<file path="config.mk">
export PLATFORM = sky130hd
export DESIGN_NAME = serial_frame_tx
export DESIGN_NICKNAME = d
export VERILOG_FILES = /design/src/rtl/serial_frame_tx.sv
export SDC_FILE = /design/constraint.sdc
export NUM_CORES = 1
export LEC_CHECK = 0
export CORE_MARGIN = 1
export CORE_UTILIZATION = 45
export DETAILED_ROUTE_END_ITERATION = 16
export PLACE_DENSITY = 0.76
export REMOVE_ABC_BUFFERS = 1
export SLEW_MARGIN = 20
export SYNTH_ARGS = -nofsm -noshare
export SYNTH_HDL_FRONTEND = slang
export SYNTH_SLANG_ARGS = --single-unit
</file>
<file path="constraint.sdc">
create_clock -name clk_main -period 3 [get_ports clk_main]
set_input_delay 0.6 -clock clk_main [delete_from_list [all_inputs] [get_ports clk_main]]
set_output_delay 0.6 -clock clk_main [all_outputs]
set_load 0.02 [all_outputs]
</file>
<file path="src/rtl/serial_frame_tx.sv">
// Serial transmitter for the LED-matrix shift-register chain.
// Sends a captured frame MSB-first on ser_data/ser_clk, then pulses ser_latch.
module serial_frame_tx #(
  parameter int unsigned FRAME_BITS = 64,
  parameter int unsigned DIV        = 4,
  parameter int unsigned CNT_W      = 7
) (
  input  logic                  clk_main,
  input  logic                  reset,
  input  logic                  load,
  input  logic [FRAME_BITS-1:0] frame_in,
  output logic                  busy,
  output logic                  ser_data,
  output logic                  ser_clk,
  output logic                  ser_latch,
  output logic                  done
);

  localparam int unsigned DIV_W = $clog2(DIV) + 1;
  localparam logic [DIV_W-1:0] DIV_LAST = DIV_W'(DIV - 1);
  localparam logic [CNT_W-1:0] BIT_LAST = CNT_W'(FRAME_BITS - 1);

  typedef enum logic [1:0] {StIdle, StLow, StHigh, StLatch} state_e;

  state_e                state;
  logic [FRAME_BITS-1:0] shreg;
  logic [FRAME_BITS-1:0] shreg_shl;
  logic [CNT_W-1:0]      bit_cnt;
  logic [DIV_W-1:0]      div_cnt;
  logic                  div_end;

  assign shreg_shl = shreg << 1;
  assign div_end   = (div_cnt == DIV_LAST);

  always_ff @(posedge clk_main or posedge reset) begin
    if (reset) begin
      state     <= StIdle;
      shreg     <= '0;
      bit_cnt   <= '0;
      div_cnt   <= '0;
      busy      <= 1'b0;
      ser_data  <= 1'b0;
      ser_clk   <= 1'b0;
      ser_latch <= 1'b0;
      done      <= 1'b0;
    end else begin
      done <= 1'b0;
      case (state)
        StIdle: begin
          if (load) begin
            shreg    <= frame_in;
            bit_cnt  <= '0;
            div_cnt  <= '0;
            busy     <= 1'b1;
            ser_data <= frame_in[FRAME_BITS-1];
            ser_clk  <= 1'b0;
            state    <= StLow;
          end
        end
        StLow: begin
          if (div_end) begin
            div_cnt <= '0;
            ser_clk <= 1'b1;
            state   <= StHigh;
          end else begin
            div_cnt <= div_cnt + 1'b1;
          end
        end
        StHigh: begin
          if (div_end) begin
            div_cnt <= '0;
            ser_clk <= 1'b0;
            if (bit_cnt == BIT_LAST) begin
              ser_data  <= 1'b0;
              ser_latch <= 1'b1;
              state     <= StLatch;
            end else begin
              // Next bit appears while ser_clk is low, a full half-period before its rise.
              shreg    <= shreg_shl;
              ser_data <= shreg_shl[FRAME_BITS-1];
              bit_cnt  <= bit_cnt + 1'b1;
              state    <= StLow;
            end
          end else begin
            div_cnt <= div_cnt + 1'b1;
          end
        end
        StLatch: begin
          if (div_end) begin
            div_cnt   <= '0;
            ser_latch <= 1'b0;
            busy      <= 1'b0;
            done      <= 1'b1;
            state     <= StIdle;
          end else begin
            div_cnt <= div_cnt + 1'b1;
          end
        end
        default: state <= StIdle;
      endcase
    end
  end

endmodule

</file>
==> impl_results.html <==
<table>
<tr><th>Metric</th><th>Value</th></tr>
<tr><th colspan="2">STA</th></tr>
<tr><td>RSZ-0062 raised after global routing</td><td>false</td></tr>
<tr><td>Worst Skew</td><td>0.009850 ns</td></tr>
<tr><td>Pin slew with the least headroom to its limit</td><td>0.7633 ns</td></tr>
<tr><td>Max-Slew Margin vs Limit</td><td>0.4892</td></tr>
<tr><td>Post-route fraction of the period consumed by the critical path</td><td>0.8008</td></tr>
<tr><td>Shortest period the worst path allows</td><td>2.402 ns</td></tr>
<tr><td>Maximum clock rate</td><td>0.4163 GHz</td></tr>
<tr><td>Final setup violation count</td><td>0</td></tr>
<tr><td>Count of pins over their slew limit</td><td>0</td></tr>
<tr><td>Number of hold violations in the final report</td><td>0</td></tr>
<tr><th colspan="2">Yosys</th></tr>
<tr><td>Area fraction of the dominant cell type after synthesis</td><td>0.5084</td></tr>
<tr><td>Post-synthesis average cell area</td><td>12.83 sq um</td></tr>
<tr><td>EDFF count, synth</td><td>0</td></tr>
<tr><td>Top cells by area, synth</td><td>sky130_fd_sc_hd__dfrtp_1 51%, sky130_fd_sc_hd__a2bb2oi_2 19%, sky130_fd_sc_hd__o22ai_1 10%</td></tr>
<tr><td>Post-synthesis simple-gate area fraction</td><td>0.04989</td></tr>
<tr><td>Count of mapped cells out of synthesis</td><td>307</td></tr>
<tr><td>Adder-cell share of the synthesized area</td><td>0.006355</td></tr>
<tr><td>Sequential element share of the synthesized area</td><td>0.5084</td></tr>
<tr><td>Leading area contributor after synthesis</td><td>sky130_fd_sc_hd__dfrtp_1</td></tr>
<tr><td>List of most frequent post-synthesis cells</td><td>80 x sky130_fd_sc_hd__dfrtp_1, 63 x sky130_fd_sc_hd__o22ai_1, 51 x sky130_fd_sc_hd__a2bb2oi_2</td></tr>
<tr><td>Async SR Flop Fraction</td><td>1.000</td></tr>
<tr><td>Count of state elements after synthesis</td><td>80</td></tr>
<tr><td>Warnings from Yosys</td><td>0</td></tr>
<tr><td>Share of synthesized area spent on multiplexers</td><td>0.002860</td></tr>
<tr><td>Cell area after technology mapping</td><td>3938 sq um</td></tr>
<tr><td>Most common cell in the netlist</td><td>sky130_fd_sc_hd__dfrtp_1</td></tr>
<tr><td>Main combinational cell family by area after synthesis</td><td>compound AO/OA/AOI/OAI gates</td></tr>
<tr><td>Number of distinct library cell variants in the gate-level netlist after synthesis</td><td>47</td></tr>
<tr><td>Top_reg_cell synth</td><td>sky130_fd_sc_hd__dfrtp_1</td></tr>
<tr><td>Parity-gate share of the synthesized area counting xor and xnor cells</td><td>0</td></tr>
<tr><td>Compound-gate portion of the synthesized area</td><td>0.3769</td></tr>
<tr><th colspan="2">Critical path</th></tr>
<tr><td>CP Data Arrival Time</td><td>2.67 ns</td></tr>
<tr><td>Worst Setup SP</td><td>bit_cnt[0]</td></tr>
<tr><td>Maximum fanout count along the critical path</td><td>35</td></tr>
<tr><td>Reg-to-reg critical path startpoint</td><td>bit_cnt[0]</td></tr>
<tr><td>Type of the setup path with the least slack</td><td>flip-flop to flip-flop</td></tr>
<tr><td>WP data required</td><td>3.27 ns</td></tr>
<tr><td>Cell depth of the worst flop-to-flop path</td><td>6</td></tr>
<tr><td>Element type at the critical path end</td><td>flip-flop</td></tr>
<tr><td>Launching element type of the critical path</td><td>flip-flop</td></tr>
<tr><th colspan="2">Clock tree</th></tr>
<tr><td>Resize count post-CTS</td><td>0</td></tr>
<tr><td>Clock latency of the later-clocked register in the worst-skew pair</td><td>0.34 ns</td></tr>
<tr><td>Post-CTS Hold Buffers</td><td>0</td></tr>
<tr><td>Setup bufs post-CTS</td><td>0</td></tr>
<tr><td>Clock Root Buffer</td><td>sky130_fd_sc_hd__clkbuf_8</td></tr>
<tr><td># clock sinks</td><td>80</td></tr>
<tr><td>CTS H-tree depth</td><td>3</td></tr>
<tr><td>Number of buffers between clock root and the deepest sink</td><td>2</td></tr>
<tr><td>Clk pin slew, worst setup/hold paths</td><td>0.09 ns</td></tr>
<tr><td>Clock tree from TritonCTS</td><td>yes</td></tr>
<tr><td>Total CTS buffers</td><td>9</td></tr>
<tr><th colspan="2">Layout</th></tr>
<tr><td>Fill cell count</td><td>683</td></tr>
<tr><td>Fraction of final layout cells with drive strength greater than 1</td><td>0.2332</td></tr>
<tr><td>Diodes inserted</td><td>0</td></tr>
<tr><td>Layout Cell Area excl Fill</td><td>4966 sq um</td></tr>
<tr><td>Final cell utilization of the core</td><td>0.5954</td></tr>
<tr><td># nets final</td><td>437</td></tr>
<tr><td>Final non-filler cell total</td><td>478</td></tr>
<tr><td>Area Overhead vs Synth</td><td>26.12%</td></tr>
<tr><th colspan="2">Detailed routing</th></tr>
<tr><td>Remaining routing DRC violations</td><td>0</td></tr>
<tr><td>Routed via count divided by cell count</td><td>5.944</td></tr>
<tr><td>Total iterations of the first detailed-routing run</td><td>4</td></tr>
<tr><td>Routed len/inst</td><td>17.75 microns</td></tr>
<tr><td>Antenna-violating nets left</td><td>0</td></tr>
<tr><td>Routed via count</td><td>2,841</td></tr>
<tr><td>Total wire length after detailed routing</td><td>8.483 mm</td></tr>
<tr><td>Number of DRC markers after the initial detailed-route iteration</td><td>152</td></tr>
<tr><th colspan="2">Floorplanning</th></tr>
<tr><td>Number of rows created at floorplan</td><td>33</td></tr>
<tr><td>Effective utilization at floorplan</td><td>0.4721</td></tr>
<tr><td>Overall die width</td><td>95.54 microns</td></tr>
<tr><td>Count of boundary I/O pins</td><td>72</td></tr>
<tr><td>Area of the placeable core</td><td>8341 sq um</td></tr>
<tr><td>Die ar.</td><td>9128 sq um</td></tr>
<tr><td>Overall die height</td><td>95.54 microns</td></tr>
<tr><th colspan="2">Placed design</th></tr>
<tr><td>Number of instances in the placed design</td><td>462</td></tr>
<tr><td>Placer Congestion</td><td>0.7357</td></tr>
<tr><td># port buffers</td><td>71</td></tr>
<tr><td>Placement-stage cell area</td><td>4697 sq um</td></tr>
<tr><td>Post-detail-place hpwl</td><td>5.566 mm</td></tr>
<tr><th colspan="2">Global routing</th></tr>
<tr><td>Global-route wire length before repair</td><td>14.03 mm</td></tr>
<tr><td>Largest net degree at the start of global routing</td><td>46</td></tr>
<tr><td>GRT overflow</td><td>0</td></tr>
<tr><td>Antenna violations before repair</td><td>0</td></tr>
<tr><td>Global-route total usage across every layer</td><td>0.1993</td></tr>
<tr><td>Via count of the first global-routing pass</td><td>2,877</td></tr>
<tr><th colspan="2">Run status</th></tr>
<tr><td>Status</td><td>complete, no violations</td></tr>
<tr><th colspan="2">Power</th></tr>
<tr><td>VDD IR-drop max</td><td>251.0 uV</td></tr>
<tr><td>Cell Pwr Density</td><td>488.0 nW/um^2</td></tr>
<tr><td>Leak</td><td>2.064 nW</td></tr>
<tr><th colspan="2">Hold path</th></tr>
<tr><td>Class of the worst hold path</td><td>flip-flop to flip-flop</td></tr>
<tr><td>Worst hold path stage count</td><td>2</td></tr>
<tr><td>Hold wc startpoint</td><td>shreg[0]</td></tr>
<tr><th colspan="2">Job</th></tr>
<tr><td>Total of max-cap violations</td><td>0</td></tr>
</table>
power breakdown:
group          leakage (nW)  switching [mW]  internal (mW)  total, mW
sequential             1.02          0.0291           1.12       1.15
combinational         0.915          0.0710          0.152      0.223
clock                 0.130           0.393          0.661       1.05
total                  2.06           0.493           1.93       2.42
per-stage QoR:
| step | total power, mW | hold WS (ns) | setup WS [ns] | TNS [ns] |
|---|---|---|---|---|
| final | 2.423 | 0.5295 | 0.5977 | 0 |
| after global routing | 2.511 | 0.5429 | 0.4746 | 0 |
| after CTS | 2.446 | 0.5299 | 0.5987 | 0 |
| after detailed placement | 1.394 | 0.5110 | 0.5795 | 0 |
| after global placement | 1.387 | 0.4966 | 0.6322 | 0 |
| after floorplan | 1.274 | 0.4712 | -0.1349 | -6.111 |
cell families after synthesis:
kind of cell	after synthesis
adder cells (fa/ha/maj)	2
flip-flops	80
AO/OA/AOI/OAI	152
AND/OR/NAND/NOR	36
buffers and inverters	36
multiplexers	1
cell usage in the layout, fill, tap and decap left out, types with 4 or more instances in the layout:
| cell | count |
|---|---|
| sky130_fd_sc_hd__o22ai_1 | 63 |
| sky130_fd_sc_hd__buf_4 | 6 |
| sky130_fd_sc_hd__nand2_1 | 9 |
| sky130_fd_sc_hd__a2bb2oi_1 | 11 |
| sky130_fd_sc_hd__dfrtp_1 | 80 |
| sky130_fd_sc_hd__nor2_1 | 7 |
| sky130_fd_sc_hd__clkbuf_8 | 10 |
| sky130_fd_sc_hd__bufinv_16 | 4 |
| sky130_fd_sc_hd__clkdlybuf4s50_1 | 71 |
| sky130_fd_sc_hd__o21ai_0 | 7 |
| sky130_fd_sc_hd__a2bb2oi_2 | 51 |
| sky130_fd_sc_hd__inv_1 | 5 |
registers in the layout (all words and copies together) (netlist names):
signal,flops
done,1
div_cnt,3
ser_clk,1
ser_latch,1
busy,1
bit_cnt,7
ser_data,1
state,2
shreg,63
worst paths after layout:
kind / slack (ns) / end
min reg2reg: 0.53 / shreg[0]
max in group asynchronous: 1.75 / shreg[39]
max reg2reg: 0.60 / shreg[2]
max: 0.60 / shreg[2]
min: 0.53 / shreg[0]
min in group asynchronous: 0.59 / ser_latch
worst max-delay path: stages, from the launching register on:
cell	delay [ns]
sky130_fd_sc_hd__dfrtp_1	0.40
sky130_fd_sc_hd__ha_1	0.20
sky130_fd_sc_hd__nand3_2	0.18
sky130_fd_sc_hd__o21ai_4	0.67
sky130_fd_sc_hd__buf_4	0.47
sky130_fd_sc_hd__o22ai_1	0.18
sky130_fd_sc_hd__a2bb2oi_1	0.19
area by class of cell:
cell class	count	area, sq um	area share
multi-input combinational	191	1724	0.3472
tap	105	131.4	0.02646
inverter	6	23.77	0.004787
timing repair buffer	80	815.8	0.1643
clock buffer	11	141.4	0.02847
sequential	80	2002	0.4031
clock inverter	5	127.6	0.02570
routing by layer:
metal	GRT usage	routed length, microns	part of all wire	vias to the layer above
met2	0.3155	4074	0.48	62
met5	0	0	0	-
met1	0.2766	3953	0.47	1429
met4	0.05597	92	0.011	0
li1	-	-	-	1341
met3	0.04226	362	0.043	9
(Power assumes the default switching activity.)
